## src/rtl/uart_pkg.sv

```systemverilog
// Shared types and defaults for the UART transmit path.
// Holds the transmit-queue launch sequencer states and parameter defaults.
package uart_pkg;

    typedef enum logic [1:0] {
        IDLE,
        LAUNCH,
        WAIT_BUSY,
        WAIT_DONE
    } txq_state_e;

    localparam int TXQ_DEPTH_DEF = 16;
    localparam int TXQ_TMO_DEF   = 16;

endpackage

```

## src/rtl/uart_tx_queue_if.sv

```systemverilog
// Handshake bundle between the user/transmitter side and the transmit queue.
// master = environment (producer and transmitter), slave = the queue itself.
interface uart_tx_queue_if
    import uart_pkg::*;
#(
    parameter int DEPTH = TXQ_DEPTH_DEF
);
    localparam int AW = $clog2(DEPTH);

    logic          wr_en;
    logic [7:0]    wr_data;
    logic          clr_err;
    logic          full;
    logic          empty;
    logic [AW:0]   count;
    logic          overflow;
    logic          tx_err;
    logic [7:0]    data;
    logic          valid_tx;
    logic          busy_tx;

    modport master (
        output wr_en, wr_data, clr_err, busy_tx,
        input  full, empty, count, overflow, tx_err, data, valid_tx
    );

    modport slave (
        input  wr_en, wr_data, clr_err, busy_tx,
        output full, empty, count, overflow, tx_err, data, valid_tx
    );

endinterface

```

## src/rtl/uart_sync_fifo.sv

```systemverilog
// Circular byte FIFO with one extra pointer bit so full and empty are distinguishable.
// count/full/empty are decoded from the registered pointers only.
module uart_sync_fifo #(
    parameter int DEPTH = 16,
    parameter int AW    = $clog2(DEPTH)
) (
    input  logic          clk,
    input  logic          rst,
    input  logic          push,
    input  logic [7:0]    push_data,
    input  logic          pop,
    output logic [7:0]    head,
    output logic          full,
    output logic          empty,
    output logic [AW:0]   count
);

    logic [7:0]  mem [DEPTH];
    logic [AW:0] wr_ptr;
    logic [AW:0] rd_ptr;

    // Storage carries no reset; occupancy is governed solely by the pointers.
    always_ff @(posedge clk) begin
        if (push) begin
            mem[wr_ptr[AW-1:0]] <= push_data;
        end
    end

    always_ff @(posedge clk) begin
        if (rst) begin
            wr_ptr <= '0;
            rd_ptr <= '0;
        end else begin
            if (push) begin
                wr_ptr <= wr_ptr + 1'b1;
            end
            if (pop) begin
                rd_ptr <= rd_ptr + 1'b1;
            end
        end
    end

    assign count = wr_ptr - rd_ptr;
    assign full  = (count == (AW+1)'(DEPTH));
    assign empty = (count == '0);
    assign head  = mem[rd_ptr[AW-1:0]];

endmodule

```

## src/rtl/uart_tx_queue.sv

```systemverilog
// Byte queue plus launch sequencer feeding the UART transmitter one byte at a time.
// A launch that the transmitter never acknowledges is dropped and flagged in tx_err.
module uart_tx_queue
    import uart_pkg::*;
#(
    parameter int DEPTH      = TXQ_DEPTH_DEF,
    parameter int LAUNCH_TMO = TXQ_TMO_DEF
) (
    input  logic            clk,
    input  logic            rst,
    uart_tx_queue_if.slave  bus
);

    localparam int AW = $clog2(DEPTH);
    localparam int TW = $clog2(LAUNCH_TMO + 1);

    txq_state_e    state;
    txq_state_e    state_nxt;
    logic [TW-1:0] tmo_cnt;
    logic          pop;
    logic          timeout;
    logic          push;
    logic [7:0]    head;
    logic [7:0]    data_q;
    logic          overflow_q;
    logic          tx_err_q;
    logic          full;
    logic          empty;
    logic [AW:0]   count;

    // A write while full is dropped even if a pop frees a slot in the same cycle.
    assign push = bus.wr_en && !full;

    uart_sync_fifo #(
        .DEPTH (DEPTH),
        .AW    (AW)
    ) u_fifo (
        .clk       (clk),
        .rst       (rst),
        .push      (push),
        .push_data (bus.wr_data),
        .pop       (pop),
        .head      (head),
        .full      (full),
        .empty     (empty),
        .count     (count)
    );

    always_comb begin
        state_nxt = state;
        pop       = 1'b0;
        timeout   = 1'b0;
        case (state)
            IDLE: begin
                if (!empty && !bus.busy_tx) begin
                    pop       = 1'b1;
                    state_nxt = LAUNCH;
                end
            end
            LAUNCH: state_nxt = WAIT_BUSY;
            WAIT_BUSY: begin
                if (bus.busy_tx) begin
                    state_nxt = WAIT_DONE;
                end else if (tmo_cnt == TW'(LAUNCH_TMO - 1)) begin
                    timeout   = 1'b1;
                    state_nxt = IDLE;
                end
            end
            WAIT_DONE: begin
                if (!bus.busy_tx) begin
                    state_nxt = IDLE;
                end
            end
            default: state_nxt = IDLE;
        endcase
    end

    // Sticky flags: a set event in the clearing cycle takes priority.
    always_ff @(posedge clk) begin
        if (rst) begin
            state      <= IDLE;
            tmo_cnt    <= '0;
            data_q     <= '0;
            overflow_q <= 1'b0;
            tx_err_q   <= 1'b0;
        end else begin
            state <= state_nxt;
            if (pop) begin
                data_q <= head;
            end
            if (state == LAUNCH) begin
                tmo_cnt <= '0;
            end else if (state == WAIT_BUSY && !bus.busy_tx && !timeout) begin
                tmo_cnt <= tmo_cnt + 1'b1;
            end
            if (bus.wr_en && full) begin
                overflow_q <= 1'b1;
            end else if (bus.clr_err) begin
                overflow_q <= 1'b0;
            end
            if (timeout) begin
                tx_err_q <= 1'b1;
            end else if (bus.clr_err) begin
                tx_err_q <= 1'b0;
            end
        end
    end

    assign bus.full     = full;
    assign bus.empty    = empty;
    assign bus.count    = count;
    assign bus.overflow = overflow_q;
    assign bus.tx_err   = tx_err_q;
    assign bus.data     = data_q;
    assign bus.valid_tx = (state == LAUNCH);

endmodule

```

## src/flat_wrapper.sv

```systemverilog
// flat-port wrapper written by rule: the top's interface ports become plain ports
module uart_tx_queue_flat import uart_pkg::*;
#(
    parameter int DEPTH      = TXQ_DEPTH_DEF,
    parameter int LAUNCH_TMO = TXQ_TMO_DEF
)
  (clk, rst, bus_wr_en, bus_wr_data, bus_clr_err, bus_busy_tx, bus_full, bus_empty, bus_count, bus_overflow, bus_tx_err, bus_data, bus_valid_tx);
  uart_tx_queue_if #(.DEPTH(DEPTH)) bus_i ();
  input  logic clk;
  input  logic rst;
  input wire logic [$bits(bus_i.wr_en)-1:0] bus_wr_en;
  input wire logic [$bits(bus_i.wr_data)-1:0] bus_wr_data;
  input wire logic [$bits(bus_i.clr_err)-1:0] bus_clr_err;
  input wire logic [$bits(bus_i.busy_tx)-1:0] bus_busy_tx;
  output wire logic [$bits(bus_i.full)-1:0] bus_full;
  output wire logic [$bits(bus_i.empty)-1:0] bus_empty;
  output wire logic [$bits(bus_i.count)-1:0] bus_count;
  output wire logic [$bits(bus_i.overflow)-1:0] bus_overflow;
  output wire logic [$bits(bus_i.tx_err)-1:0] bus_tx_err;
  output wire logic [$bits(bus_i.data)-1:0] bus_data;
  output wire logic [$bits(bus_i.valid_tx)-1:0] bus_valid_tx;
  assign bus_i.wr_en = bus_wr_en;
  assign bus_i.wr_data = bus_wr_data;
  assign bus_i.clr_err = bus_clr_err;
  assign bus_i.busy_tx = bus_busy_tx;
  assign bus_full = bus_i.full;
  assign bus_empty = bus_i.empty;
  assign bus_count = bus_i.count;
  assign bus_overflow = bus_i.overflow;
  assign bus_tx_err = bus_i.tx_err;
  assign bus_data = bus_i.data;
  assign bus_valid_tx = bus_i.valid_tx;
  uart_tx_queue #(.DEPTH(DEPTH), .LAUNCH_TMO(LAUNCH_TMO)) u_core (.clk(clk), .rst(rst), .bus(bus_i));
endmodule
```

## config.mk

```make
export PLATFORM = sky130hd
export DESIGN_NAME = uart_tx_queue_flat
export DESIGN_NICKNAME = d
export VERILOG_FILES = /design/src/rtl/uart_pkg.sv /design/src/rtl/uart_tx_queue_if.sv /design/src/rtl/uart_sync_fifo.sv /design/src/rtl/uart_tx_queue.sv /design/src/flat_wrapper.sv
export SDC_FILE = /design/constraint.sdc
export NUM_CORES = 1
export LEC_CHECK = 0
export ABC_AREA = 1
export CORE_MARGIN = 8
export CORE_UTILIZATION = 35
export CTS_BUF_LIST = sky130_fd_sc_hd__clkbuf_2
export DETAILED_ROUTE_END_ITERATION = 10
export HOLD_SLACK_MARGIN = 0.06
export PLACE_DENSITY = 0.52
export SLEW_MARGIN = 0
export SYNTH_ARGS = -nofsm -noshare
export SYNTH_HDL_FRONTEND = slang
export SYNTH_SLANG_ARGS = --single-unit
```

## constraint.sdc

```tcl
create_clock -name clk -period 3 [get_ports clk]
set_input_delay 0.6 -clock clk [delete_from_list [all_inputs] [get_ports clk]]
set_output_delay 0.6 -clock clk [all_outputs]
set_load 0.02 [all_outputs]
```

==> run summary, run 1 <==
Crit end category - output pin
Final setup viols - 1
Startpoint types - register
Remaining DRCs - 0
Total Routing Usage GR - 0.133
FF-to-FF Start - u_core.u_fifo.wr_ptr[0]
RSZ-0062 raised after global routing - true
Vias in the first global route - 4447
Ports - 31
Sequential fraction of the synthesis area - 0.655
Routed len/inst - 16.7 um
Post-synth EDFFs - 128
Initial Util - 0.357
Synth cell types - 32
Area of the multi-input gates - 0.00200 mm^2
Commonest non-fill, non-tap cell in the layout - nor2_1
Die Footprint - 0.0238 mm^2
Layout cells sized above 1 - 0.142
Minimum clock period - 3030 ps
Worst-path clk slew - 240 ps
Min-delay src - u_core.bus.tx_err
Crit-path most repeated cell - inv_2
Type of the worst setup path - register to output pin
Slowest cell on crit path - fa_2
Post-Syn Area per Cell - 10.7 um^2
Least-Margin Pin Slew - 774 ps
Synthesized area - 0.00670 mm^2
Part of the power in combinational logic - 0.397
Routed vias/inst - 4.87
Clock power share - 0.185
Clk buf depth - 2
Hold worst-path end - u_core.bus.tx_err
YS warnings - 0
#FFs+latches synth - 155
Required @ worst endpoint - 2400 ps
Total wire length - 15400 um
Slew Viols, Final - 0
Gpl congestion - 0.807
Max Clock Skew - 22.0 ps
Status - finished, violations left
Via count - 4470
Congestion Overflow GR - 0
Synth Net Count - 653
Sequential power share - 0.418
Setup TNS - -26.3 ps
Number of buffers created by CTS - 17
Nets - 694
CP Cell Sequence - inv_2 -> ha_4 -> inv_4 -> fa_2 -> or2_0 -> nor2_2 -> nand3_2 -> inv_2 -> buf_6
Hold depth - 2
Hold Fails Final Rpt - 0
Largest net degree at the start of global routing - 69
Die Width - 154 um
Fmax - 330 MHz
Post-DP HPWL - 9810 um
Power Dens Cells - 807 mW/mm^2
Worst-skew pair later-pin latency - 710 ps
Initial antenna violation count - 1
Net Sw Power - 2.42 mW
Asr flop ratio synth - 0
Tot Pwr - 6.09 mW
Most frequent cells in the layout - nor2_1 (142), edfxtp_1 (128), nand2_1 (74)
Violated checks - negative setup slack
Hold Buf Count CTS - 0
Core area - 0.0188 mm^2
DRT iter0 DRCs - 321
Clk sink count - 155
CP arrival - 2430 ps
Worst min path class - register to register
Worst Path Buf+Inv - 4
Final ANT Viol Nets - 0
Worst slew margin - 0.482
Lkg Pwr - 2.67 nW
Fin crit share - 1.01
Global-route wire length before repair - 24500 um
CP max stage delay - 450 ps
R2r endpoint - u_core.u_fifo.mem[13][6]
Die Ht - 154 um
Cell-internal power - 3.67 mW
Crit path max fanout - 2
Area grow syn2layout - 12.7%
Sw Ratio - 0.398
Pre-antenna DRT Iters - 5
Synth Flop Type - edfxtp_1
CTS Root Cell - clkbuf_2
CP delay by family, top - adder cells
Reg2Reg Depth - 14
FILL cells - 1844
Max-cap violations - 0
Peak supply drop - 0.246 mV
PortBufs - 30
CTS tree - built
Row count - 50
Worst Slack Setup Final - -26.3 ps
Post-Syn Instances - 628
Seq. cell area - 0.00439 mm^2
Worst R2R Setup Slack - 220 ps
H-tree depth - 4
## registers in the layout (all words and copies together) (netlist names)
signal and count:
u_core.u_fifo.mem 128, u_core.bus.data 8, u_core.tmo_cnt 5, u_core.u_fifo.rd_ptr 5, u_core.u_fifo.wr_ptr 5, u_core.state 2, u_core.bus.overflow 1, u_core.bus.tx_err 1
## cells by family after synthesis
kind of cell | share of synthesized area
xor+xnor | 0.0116
buf+inv | 0.0495
fa+ha+maj | 0.0235
compound gates | 0.0925
simple gates | 0.168
flops | 0.655
## timing repair
item | 4_1_cts | 5_1_grt
setup endpoints to repair | 6 | 6
pin swaps | 6 | 1
resized for setup | 31 | 6
buffers inserted | 4 | 0
## stage by stage
stage	worst slack, ps	area [um^2]	cells	util	hold slack (ps)
finish	-26.3	7550	917	0.402	479
global route	-206	7550	917	0.402	449
CTS	-111	7540	916	0.402	434
detailed placement	60.4	7270	880	0.387	457
global placement	83.8	7270	880	0.387	454
floorplan	15.5	6700	628	-	454
## area by class of cell
cell class / instances / area share
clock inverters: 14 / 0.0177
diodes: 1 / 0.000332
repair buffers: 50 / 0.0608
multi-input cells: 399 / 0.265
flip-flops and latches: 155 / 0.581
clock buffers: 18 / 0.0119
inverters: 46 / 0.0235
well taps: 234 / 0.0388
## synthesized netlist by cell type, types with 7 or more instances
cell	count	area (um^2)
o211ai_1	16	120
buf_2	13	65.1
ha_1	11	138
o21ai_1	28	140
xor2_1	7	61.3
nand3_1	19	95.1
inv_1	40	150
o21ai_0	55	275
nand2_2	16	100
clkbuf_1	7	26.3
nand2_1	74	278
a21oi_1	10	50.1
dfxtp_1	27	541
edfxtp_1	128	3840
nor2_1	142	533
## power by group through the flow
stage / logic, mW / clock network [mW] / registers (mW)
global placement: 2.38 / 0 / 2.59
CTS: 2.45 / 1.15 / 2.55
floorplan: 1.56 / 0 / 2.65
finish: 2.42 / 1.13 / 2.55
detailed placement: 2.39 / 0 / 2.59
global route: 2.71 / 1.25 / 2.56
## worst max-delay path by stage
stage,from,endpoint,cells after the start
after detailed placement,u_core.u_fifo.wr_ptr[0],bus_full,9
after global placement,u_core.u_fifo.wr_ptr[0],bus_full,9
after global routing,u_core.u_fifo.wr_ptr[0],bus_full,9
after floorplan,u_core.u_fifo.rd_ptr[1],u_core.u_fifo.mem[7][0],9
final,u_core.u_fifo.wr_ptr[0],bus_full,9
after CTS,u_core.u_fifo.wr_ptr[0],bus_full,9
## routing by layer
metal	share of wire	GRT usage
met1	0.48	0.176
met2	0.45	0.208
met3	0.040	0.0309
met4	0.021	0.0532
met5	0	0
## worst min-delay path, stage by stage, from the launching register on
cell	delay, ps
dfxtp_1	370
nand2_1	60
a21oi_1	50
No activity file was read; power rests on OpenSTA's default activity.
==> run 2, diff against run 1 <==
==> constraint.sdc (replaced) <==
create_clock -name clk -period 2.5 [get_ports clk]
set_input_delay 0.5 -clock clk [delete_from_list [all_inputs] [get_ports clk]]
set_output_delay 0.5 -clock clk [all_outputs]
set_load 0.02 [all_outputs]
==> run 2 against run 1 <==
Against the previous run:
- the flow still finishes with violations (negative setup slack)
- flip-flop and latch count did not move
- sequential power rose by 20%
- via count rose by 0.16%
- first-iteration DRC count fell by 33%
- clock power rose by 29%
- register-to-register slack got worse by 180 ps
- critical endpoint unchanged
==> run summary, run 2 (synthesized netlist as in run 1, its figures left out) <==
Worst Path Buf+Inv - 4
FILL cells - 1788
Initial Util - 0.357
CP Cell Sequence - inv_2 -> ha_4 -> inv_4 -> fa_2 -> or2_4 -> nor2_4 -> nand3_2 -> inv_2 -> buf_6
Slowest cell on crit path - fa_2
Reg2Reg Depth - 13
Design area - 0.00803 mm^2
Violated checks - negative setup slack
CTS Root Cell - clkbuf_2
H-tree depth - 4
Peak supply drop - 0.461 mV
Tot Pwr - 7.73 mW
Clk buf depth - 2
Worst R2R Setup Slack - 40 ps
Setup TNS - -1340 ps
Core area - 0.0188 mm^2
Pre-antenna DRT Iters - 4
Via count - 4477
Congestion Overflow GR - 0
Total wire length - 15400 um
Commonest non-fill, non-tap cell in the layout - edfxtp_1
Largest net degree at the start of global routing - 69
Row count - 50
Min-delay src - bus_clr_err
Global-route wire length before repair - 24600 um
Required @ worst endpoint - 2000 ps
Vias in the first global route - 4636
Area of the multi-input gates - 0.00226 mm^2
Worst min path class - primary input to register
Worst slew margin - 0.515
Hold worst-path end - u_core.bus.overflow
Die Ht - 154 um
DRT iter0 DRCs - 214
Type of the worst setup path - register to output pin
Worst Slack Setup Final - -418 ps
RSZ-0062 raised after global routing - true
Hold Buf Count CTS - 0
Initial antenna violation count - 0
Gpl congestion - 0.785
Max-cap violations - 0
Hold depth - 4
Area grow syn2layout - 19.9%
Minimum clock period - 2920 ps
CTS tree - built
Hold Fails Final Rpt - 0
Routed len/inst - 16.5 um
Fmax - 343 MHz
Final ANT Viol Nets - 0
Ant. Diodes - 0
Power Dens Cells - 963 mW/mm^2
Status - finished, violations left
FF-to-FF Start - u_core.u_fifo.wr_ptr[0]
Total Routing Usage GR - 0.134
Worst-skew pair later-pin latency - 680 ps
Seq. cell area - 0.00439 mm^2
Ports - 31
Most frequent cells in the layout - edfxtp_1 (128), nor2_1 (127), nand2_1 (71)
CP delay by family, top - adder cells
CP max stage delay - 430 ps
Die Footprint - 0.0238 mm^2
Remaining DRCs - 0
Post-DP HPWL - 10100 um
Nets - 711
Slew Viols, Final - 0
Crit end category - output pin
Lkg Pwr - 2.84 nW
PortBufs - 30
Least-Margin Pin Slew - 725 ps
Crit path max fanout - 2
R2r endpoint - u_core.u_fifo.mem[1][5]
Startpoint types - register
CP arrival - 2420 ps
Clk sink count - 155
Max reg flops - 128
Max Clock Skew - 39.2 ps
Final setup viols - 6
Crit-path most repeated cell - inv_2
Post-layout util - 0.428
Placed cell areas - 0.00750 mm^2
Die Width - 154 um
Worst-path clk slew - 210 ps
Number of buffers created by CTS - 17
Fin crit share - 1.17
Routed vias/inst - 4.80
Layout cells sized above 1 - 0.205
==> run 2: cell count changes in the layout (fill, tap and decap cells not counted), moves of 6 or more <==
| cell | delta |
|---|---|
| buf_6 | +6 |
| nor2_1 | -15 |
| buf_4 | +10 |
| nor2_4 | +16 |
==> run 2: what timing repair did <==
action,4_1_cts,5_1_grt
pin swaps,10,10
gates cloned,0,0
setup endpoints to repair,130,105
buffers inserted,6,6
gates resized for setup,47,25
==> run 2: through the flow <==
step	cells	setup WS, ps	hold WS, ps
5_1_grt	933	-635	388
2_1_floorplan	628	-5.43	454
6_report	933	-418	460
3_5_place_dp	891	-324	457
4_1_cts	928	-512	371
3_3_place_gp	891	-312	452
==> run 2: how the worst max path moves through the flow <==
stage                                  from                 endpoint  slack, ps  depth (start not counted)
global placement    u_core.u_fifo.wr_ptr[0]                 bus_full       -310                          9
floorplan           u_core.u_fifo.wr_ptr[0]  u_core.u_fifo.mem[2][0]         -5                         11
CTS                 u_core.u_fifo.wr_ptr[0]                 bus_full       -510                          9
finish              u_core.u_fifo.wr_ptr[0]                 bus_full       -420                          9
global route        u_core.u_fifo.wr_ptr[0]                 bus_full       -630                          9
detailed placement  u_core.u_fifo.wr_ptr[0]                 bus_full       -320                          9
==> run 2: area by class of cell <==
cell class	count	share of cell area
repair buffers	67	0.0799
inverters	46	0.0234
flip-flops and latches	155	0.547
clock buffers	19	0.0118
multi-input cells	399	0.281
clock inverters	13	0.0204
well taps	234	0.0365
==> run 2: layer usage <==
| layer | global-route usage | vias to the layer above | wire length (um) |
|---|---|---|---|
| met3 | 0.0329 | 4 | 654 |
| met1 | 0.163 | 2156 | 6810 |
| met4 | 0.0383 | 0 | 87 |
| li1 | - | 2255 | - |
| met2 | 0.233 | 62 | 7870 |
| met5 | 0 | - | 0 |
==> run 2: worst register-to-register path, cell delays in order (launching register included) <==
cell	delay, ps
dfxtp_2	380
inv_2	50
ha_4	160
inv_4	50
fa_2	430
or2_4	250
nor2_4	150
nand3_2	100
buf_4	170
nand2_8	90
clkinv_8	90
nand2_8	110
nor2_4	60
buf_12	150
==> run 2: report_power, final <==
| group | switching (mW) | leakage, nW | internal [mW] |
|---|---|---|---|
| Clock | 0.889 | 0.147 | 0.570 |
| Sequential | 0.0804 | 1.38 | 2.98 |
| Combinational | 1.98 | 1.32 | 1.24 |
| Total | 2.95 | 2.84 | 4.79 |
==> run 3, diff against run 2 <==
--- a/config.mk
+++ b/config.mk
@@ -6,13 +6,16 @@
 export NUM_CORES = 1
 export LEC_CHECK = 0
 export ABC_AREA = 1
+export CELL_PAD_IN_SITES_DETAIL_PLACEMENT = 0
+export CELL_PAD_IN_SITES_GLOBAL_PLACEMENT = 1
+export CORE_ASPECT_RATIO = 1.25
 export CORE_MARGIN = 8
 export CORE_UTILIZATION = 35
 export CTS_BUF_LIST = sky130_fd_sc_hd__clkbuf_2
 export DETAILED_ROUTE_END_ITERATION = 10
 export HOLD_SLACK_MARGIN = 0.06
-export PLACE_DENSITY = 0.52
-export SLEW_MARGIN = 0
+export PLACE_DENSITY = 0.62
+export SLEW_MARGIN = 20
 export SYNTH_ARGS = -nofsm -noshare
 export SYNTH_HDL_FRONTEND = slang
 export SYNTH_SLANG_ARGS = --single-unit
==> run 3 against run 2 <==
Against the previous run:
- the flow still finishes with violations (negative setup slack)
- fmax shrank 2.0%
- critical path type unchanged
- clock skew is 7.9 ps lower
- core utilization decreased by 0.32 points
- die area up 0.11%
- flip-flop and latch count unchanged
==> run summary, run 3 (synthesized netlist as in run 1, its figures left out) <==
Max reg flops - 128
Total Routing Usage GR - 0.144
Max Clock Skew - 31.3 ps
Worst-path clk slew - 230 ps
Final hold slack - 396 ps
Worst Path Buf+Inv - 4
Nets - 715
Fmax - 336 MHz
Post-DP HPWL - 11000 um
Gpl congestion - 0.836
Crit end category - output pin
Via count - 4591
CP Cell Sequence - inv_2 -> ha_4 -> inv_2 -> fa_2 -> or2_4 -> nor2_4 -> nand3_2 -> inv_2 -> buf_6
CP arrival - 2480 ps
Initial antenna violation count - 1
Seq. cell area - 0.00439 mm^2
CTS tree - built
Least-Margin Pin Slew - 667 ps
Worst min path class - primary input to register
Remaining DRCs - 0
Vias in the first global route - 4714
Slowest cell on crit path - fa_2
Levels on crit path - 9
Setup slack at placement - -354 ps
Tot Pwr - 7.82 mW
Type of the worst setup path - register to output pin
PortBufs - 30
Pre-antenna DRT Iters - 4
Violated checks - negative setup slack
DRT iter0 DRCs - 285
Most frequent cells in the layout - edfxtp_1 (128), nor2_1 (127), nand2_1 (73)
Clk buf depth - 2
Initial Util - 0.357
RSZ-0062 raised after global routing - true
Worst-skew pair later-pin latency - 730 ps
Final setup viols - 7
Startpoint types - register
Ports - 31
Max-cap violations - 0
Total wire length - 16300 um
FILL cells - 1820
Die Ht - 171 um
Largest net degree at the start of global routing - 69
Reg2Reg Depth - 14
Number of buffers created by CTS - 17
Dpl cells - 897
Congestion Overflow GR - 0
Commonest non-fill, non-tap cell in the layout - edfxtp_1
CP max stage delay - 440 ps
Area of the multi-input gates - 0.00222 mm^2
Hold depth - 4
Row count - 56
Layout cells sized above 1 - 0.196
Final ANT Viol Nets - 0
CP delay by family, top - adder cells
Power Dens Cells - 980 mW/mm^2
Core area - 0.0188 mm^2
Worst slew margin - 0.555
Routed vias/inst - 4.90
Crit-path most repeated cell - inv_2
Peak supply drop - 1.22 mV
Die Width - 140 um
Hold Fails Final Rpt - 0
CTS Root Cell - clkbuf_2
Lkg Pwr - 2.82 nW
Fin crit share - 1.19
Status - finished, violations left
Clk sink count - 155
Worst Slack Setup Final - -477 ps
Die Footprint - 0.0238 mm^2
Global-route wire length before repair - 25700 um
H-tree depth - 4
Crit path max fanout - 2
Required @ worst endpoint - 2000 ps
Slew Viols, Final - 0
Minimum clock period - 2980 ps
Routed len/inst - 17.4 um
Area grow syn2layout - 19.1%
Non-Filler Instances - 936
## run 3: layout make-up
class,count,share of cell area
well taps,232,0.0364
clock inverters,15,0.0177
flip-flops and latches,155,0.550
clock buffers,17,0.0107
diodes,1,0.000314
inverters,46,0.0232
repair buffers,71,0.0827
multi-input cells,399,0.279
## run 3: final timing paths
kind	start	end	slack (ps)
max reg2reg	u_core.u_fifo.wr_ptr[0]	u_core.u_fifo.mem[0][6]	100
min	bus_clr_err	u_core.bus.overflow	400
min reg2reg	u_core.bus.overflow	u_core.bus.overflow	480
max	u_core.u_fifo.wr_ptr[0]	bus_full	-480
## run 3: report_power, final
group / total (mW) / internal (mW) / switching [mW]
registers: 3.06 / 2.98 / 0.0803
logic: 3.45 / 1.31 / 2.14
clock network: 1.31 / 0.372 / 0.939
## run 3: worst min-delay path, cell delays in order
cell and delay [ps]:
clkdlybuf4s50_1 450, inv_1 40, nand2_1 50, a21oi_1 50
## run 3: per-stage QoR
step	utilization	instance area, um^2	setup TNS [ps]
after CTS	0.423	7940	-34660
final	0.425	7980	-1940
after global placement	0.402	7550	-2780
after global routing	0.425	7980	-4920
after floorplan	-	6850	-43.4
after detailed placement	0.402	7550	-4960
## run 3: timing repair
action                                  CTS  global route
hold buffers                              0             0
pin swaps                                11             7
endpoints found under the setup margin  135           145
setup buffers                            11             4
gates resized for setup                  55            16
## run 3: per-layer routing
metal,up-vias,GRT usage,share of wire
li1,2261,-,-
met1,2212,0.159,0.40
met2,100,0.263,0.54
met3,18,0.0354,0.040
met4,0,0.0516,0.020
met5,-,0,0
